`src/rtl/vram_fetch.sv`:
```
// vram_fetch: prefetches six VRAM planes for the next 8-pixel group and
// hands them to the fg/bg pixel registers on every group boundary.
//
// Ports:
//   clk, reset_n        pixel clock, async active-low reset
//   h, v                beam counters (per-cycle, jumps not tracked)
//   vram_req/plane/addr read request, plane 0..5, byte address in plane
//   vram_ack, vram_data read accepted, data valid in the same cycle
//   fg1..fg3, bg1..bg3  planes 0..5 of the group being displayed
//   underrun            sticky: a group was transferred before full fetch
//   underrun_clr        clears underrun (a same-cycle set wins)
module vram_fetch #(
  parameter logic [12:0] BASE     = 13'hEC0,
  parameter logic [8:0]  H_TOTAL  = 9'd256,
  parameter logic [8:0]  V_TOTAL  = 9'd262,
  parameter int          GROUPS   = 24,
  parameter int          V_ACTIVE = 184
) (
  input  logic        clk,
  input  logic        reset_n,
  input  logic [8:0]  h,
  input  logic [8:0]  v,
  output logic        vram_req,
  output logic [2:0]  vram_plane,
  output logic [12:0] vram_addr,
  input  logic        vram_ack,
  input  logic [7:0]  vram_data,
  output logic [7:0]  fg1,
  output logic [7:0]  fg2,
  output logic [7:0]  fg3,
  output logic [7:0]  bg1,
  output logic [7:0]  bg2,
  output logic [7:0]  bg3,
  output logic        underrun,
  input  logic        underrun_clr
);

  typedef enum logic [1:0] {
    IDLE,
    REQ,
    DONE
  } state_e;

  state_e           st_q, st_d;
  logic [2:0]       p_q, p_d;
  logic [12:0]      addr_q, addr_d;
  logic [5:0][7:0]  sh_q, sh_d;
  logic [5:0][7:0]  out_q, out_d;
  logic             und_q, und_d;

  logic [6:0]       grp1;
  logic [8:0]       tgt_line;
  logic [5:0]       tgt_grp;
  logic             tgt_ok;
  logic [12:0]      tgt_addr;
  logic             ack_ok;
  logic             last_ack;

  // Group to fetch next: the following group on this line, or
  // group 0 of the next line when the beam reaches the last slot.
  always_comb begin
    grp1     = {1'b0, h[8:3]} + 7'd1;
    tgt_line = 9'd0;
    tgt_grp  = 6'd0;
    tgt_ok   = 1'b0;
    if (int'(grp1) < GROUPS && int'(v) < V_ACTIVE) begin
      tgt_line = v;
      tgt_grp  = grp1[5:0];
      tgt_ok   = 1'b1;
    end else if (h == H_TOTAL - 9'd8) begin
      tgt_line = (v == V_TOTAL - 9'd1) ? 9'd0 : v + 9'd1;
      tgt_grp  = 6'd0;
      tgt_ok   = int'(tgt_line) < V_ACTIVE;
    end
    tgt_addr = BASE + 13'(tgt_line) * 13'd24 + 13'(tgt_grp);
  end

  always_comb begin
    st_d       = st_q;
    p_d        = p_q;
    addr_d     = addr_q;
    sh_d       = sh_q;
    out_d      = out_q;
    und_d      = und_q;
    vram_req   = 1'b0;
    vram_plane = 3'd0;

    if (st_q == REQ) begin
      vram_req   = 1'b1;
      vram_plane = p_q;
    end

    ack_ok   = (st_q == REQ) && vram_ack;
    last_ack = ack_ok && (p_q == 3'd5);

    if (ack_ok) begin
      sh_d[p_q] = vram_data;
      if (last_ack) st_d = DONE;
      else          p_d  = p_q + 3'd1;
    end

    if (underrun_clr) und_d = 1'b0;

    // Unacked planes are still zero from the clear at fetch start,
    // so a short fetch hands over zeros for the missing planes.
    if (h[2:0] == 3'd7) begin
      out_d = sh_d;
      st_d  = IDLE;
      if (st_q == REQ && !last_ack) und_d = 1'b1;
    end

    if (h[2:0] == 3'd0) begin
      sh_d = '0;
      p_d  = 3'd0;
      if (tgt_ok) begin
        st_d   = REQ;
        addr_d = tgt_addr;
      end else begin
        st_d   = IDLE;
      end
    end
  end

  always_ff @(posedge clk or negedge reset_n) begin
    if (!reset_n) begin
      st_q   <= IDLE;
      p_q    <= 3'd0;
      addr_q <= 13'd0;
      sh_q   <= '0;
      out_q  <= '0;
      und_q  <= 1'b0;
    end else begin
      st_q   <= st_d;
      p_q    <= p_d;
      addr_q <= addr_d;
      sh_q   <= sh_d;
      out_q  <= out_d;
      und_q  <= und_d;
    end
  end

  assign vram_addr = addr_q;
  assign fg1       = out_q[0];
  assign fg2       = out_q[1];
  assign fg3       = out_q[2];
  assign bg1       = out_q[3];
  assign bg2       = out_q[4];
  assign bg3       = out_q[5];
  assign underrun  = und_q;

endmodule

```
`config.mk`:
```
export PLATFORM = sky130hd
export DESIGN_NAME = vram_fetch
export DESIGN_NICKNAME = d
export VERILOG_FILES = /design/src/rtl/vram_fetch.sv
export SDC_FILE = /design/constraint.sdc
export NUM_CORES = 1
export LEC_CHECK = 0
export BUFFER_PORTS_ARGS = -buffer_cell sky130_fd_sc_hd__buf_2
export CORE_ASPECT_RATIO = 0.7
export CORE_MARGIN = 1
export CORE_UTILIZATION = 40
export CTS_BUF_LIST = sky130_fd_sc_hd__clkbuf_2
export DETAILED_ROUTE_END_ITERATION = 16
export PLACE_DENSITY_LB_ADDON = 0.25
export SLEW_MARGIN = 10
export SYNTH_ARGS = -nofsm -noshare
export SYNTH_HDL_FRONTEND = slang
export SYNTH_SLANG_ARGS = --single-unit
```
`constraint.sdc`:
```
create_clock -name clk -period 1.8 [get_ports clk]
set_input_delay 0.27 -clock clk [delete_from_list [all_inputs] [get_ports clk]]
set_output_delay 0.27 -clock clk [all_outputs]
set_load 0.05 [all_outputs]
```
==> metrics.md <==
| Metric | Value |
|---|---|
| Clk pwr share | `25.3%` |
| Mapped Cells | `573` |
| Syn Nets | `621` |
| Sequential element share of the synthesized area | `50.2%` |
| Critical path type | `input port to register` |
| Fraction of layout cells with a size suffix above 1 | `43.7%` |
| CTS H-tree depth | `4` |
| Num rows | `36` |
| Data arrival time of the worst path | `3490 ps` |
| Async set or reset register ratio after synthesis | `100%` |
| Largest net degree at the start of global routing | `62` |
| Most frequent cells in the layout | `dfrtp_1 (115), buf_4 (97), buf_2 (87)` |
| Tcrit/Tclk final | `161%` |
| Fin nets | `839` |
| Worst-path clk slew | `200 ps` |
| Most Used Layer, Global Route | `met2` |
| Worst ir drop on vdd | `419 uV` |
| Skew final | `31.6 ps` |
| Gpl congestion | `0.877` |
| Depth of the most critical reg-to-reg path | `8` |
| Syn Area/Cell | `10.0 um2` |
| WHS | `91.3 ps` |
| Drt pass-1 iters | `5` |
| Antenna-violating nets left | `0` |
| Status | `finished, violations left` |
| Overall via count from detail_route | `5069` |
| DIE AREA | `0.0148 mm2` |
| Boundary Pins | `96` |
| Final hold vios | `0` |
| # port buffers | `95` |
| Vias in the first global route | `4803` |
| Distinct cells, synth | `67` |
| Relative slew slack | `60.1%` |
| Congestion Overflow GR | `0` |
| RSZ-0062 raised after global routing | `yes` |
| Die H | `102 um` |
| FF-to-FF Start | `st_q[1]` |
| Synth warn | `0` |
| P_sw | `2330 uW` |
| First-pass GRT wire length | `24900 um` |
| Number of synthesized flops with an enable pin | `0` |
| Clock tree root buffer cell | `clkbuf_2` |
| GRT Total Usage | `21.8%` |
| Worst R2R Setup Slack | `-60 ps` |
| Hold Path Class | `input port to asynchronous set/reset pin` |
| Initial antenna violation count | `0` |
| Fmax | `345 MHz` |
| WP data required | `2390 ps` |
| Num CTS Buffers | `17` |
| Dpl ws | `-1940 ps` |
| Internal power | `3860 uW` |
| Residual DRC | `0` |
| Synth Flop Type | `dfrtp_1` |
| Met3 usage in global routing | `4.82%` |
| CTS tree | `built` |
| Routing usage on met1 | `31.5%` |
| Total routed wirelength | `16300 um` |
| Sink Count | `115` |
| Final min period | `2900 ps` |
| Yosys reg bits | `115` |
| Filler cell count | `1146` |
| Horiz. Die Dim | `145 um` |
| Fin Setup TNS | `-7140 ps` |
| Startpoint Class | `input port` |
| Slew Viols, Final | `0` |
| Area Growth Syn to Fin | `48.1%` |
| Met2 usage in global routing | `32.8%` |
| Effective utilization at floorplan | `41.1%` |
| Cell Area, Synth | `0.00573 mm2` |
| Hpwl dp | `11400 um` |
| Total Power | `6190 uW` |
| Skew-Pair Late Insertion Delay | `660 ps` |
| Comb pwr share | `27.6%` |
| Via-to-Cell Ratio | `5.10` |
| Setup crit end kind | `register` |
| CTS max path bufs | `2` |
| Finished Core Util | `60.8%` |
| Crit path from | `h[4]` |
| Worst-Margin Slew | `599 ps` |
| Pwr dens | `730 mW/mm2` |
| Setup WS post-layout | `-1100 ps` |
| DR iter-0 viols | `257` |
| Sequential group share of total power | `47.0%` |
| Reg2reg end | `bg3[1]` |
| Wire per inst | `16.4 um` |
| Total of max-cap violations | `0` |
| CP max FO | `7` |
| Core area | `0.0140 mm2` |
| Failing checks | `negative setup slack` |
| Switching fraction of total power | `37.7%` |
| Leakage | `0.00420 uW` |
| N_diodes | `0` |
| Final setup fails | `30` |
| Commonest non-fill, non-tap cell in the layout | `dfrtp_1` |
-- power by group through the flow --
| stage | combinational, uW | sequential, uW | clock (uW) |
|---|---|---|---|
| final | 1710 | 2910 | 1570 |
| after floorplan | 469 | 3420 | 0 |
| after global placement | 1490 | 2940 | 0 |
| after CTS | 1590 | 2900 | 1620 |
| after global routing | 1830 | 2940 | 1750 |
| after detailed placement | 1520 | 2950 | 0 |
-- metrics by stage --
stage	instances	instance area (um2)
after global placement	931	7270
after global routing	994	8490
after floorplan	573	5890
after CTS	983	7840
after detailed placement	931	7270
final	994	8490
-- Yosys cell counts (all sizes together) (4+ instances only) --
cell / instances / area share, %
a21o: 4 / 0.52
inv: 11 / 0.72
and3: 4 / 0.44
and2: 7 / 0.79
mux2i: 49 / 8.8
nor2b: 6 / 0.65
o21ai: 72 / 6.3
clkbuf: 20 / 1.3
o211ai: 7 / 1.0
nand3: 13 / 1.4
buf: 6 / 0.72
ha: 16 / 3.5
xor2: 8 / 1.2
nor3: 10 / 1.2
a21oi: 10 / 1.1
xnor2: 8 / 1.2
a31oi: 5 / 0.55
dfrtp: 115 / 50
or3: 4 / 0.63
nor2: 66 / 4.6
nand2: 90 / 6.0
-- worst max path at each step --
stage / end / slack, ps
3_3_place_gp: vram_addr[12] / -1820
5_1_grt: vram_addr[12] / -1140
4_1_cts: vram_addr[12] / -1060
3_5_place_dp: vram_addr[12] / -1940
6_report: vram_addr[12] / -1100
2_1_floorplan: vram_addr[12] / -1770
-- routing by layer --
metal	share of wire, %	vias up	wire length (um)
met5	0	-	0
met4	1.3	0	210
met1	47	2462	7730
met2	46	146	7510
li1	-	2444	-
met3	5.3	17	865
-- worst max-delay path: stages --
cell      delay [ps]
buf_8            100
ha_4             150
nand2_1           50
and4bb_2         260
o31a_4           360
o21ai_4          160
o31ai_4          110
ha_4             310
nand2_4           60
o21ai_4          210
nor3_2            80
a311o_1          280
a31oi_2          210
xnor2_2          160
o211ai_2         120
or4_1            480
nand3_1          100
-- cell families after synthesis --
family	synth area share (%)
buffers and inverters	2.77
muxes	9.17
xor gates and xnor gates	2.44
AOI/OAI and AO/OA	13.7
and+or+nand+nor	17.5
other	0.0654
adders and majority gates	4.19
DFF	50.2
-- sequential cells by signal, summed over array words and instances, names as in the netlist --
register / count
bg1: 8
bg2: 8
bg3: 8
fg1: 8
fg2: 8
fg3: 8
p_q: 3
sh_q: 48
st_q: 2
underrun: 1
vram_addr: 13
-- cell type report --
cell class / instances / area [um2] / share of cell area [%]
Multi-Input combinational cell: 421 / 3440 / 40.5
Clock inverter: 15 / 133 / 1.56
Clock buffer: 17 / 85.1 / 1.00
Timing Repair Buffer: 225 / 1670 / 19.7
Tap cell: 190 / 238 / 2.80
Inverter: 11 / 41.3 / 0.486
Sequential cell: 115 / 2880 / 33.9
-- timing repair --
item / in CTS / in global routing
hold buffers: 12 / 0
gates resized for setup: 45 / 102
setup endpoints to repair: 15 / 59
setup buffers: 9 / 12
cloned: 0 / 0
pin swaps: 25 / 30
endpoints found under the hold margin: 153 / 0
(Power assumes the default switching activity.)
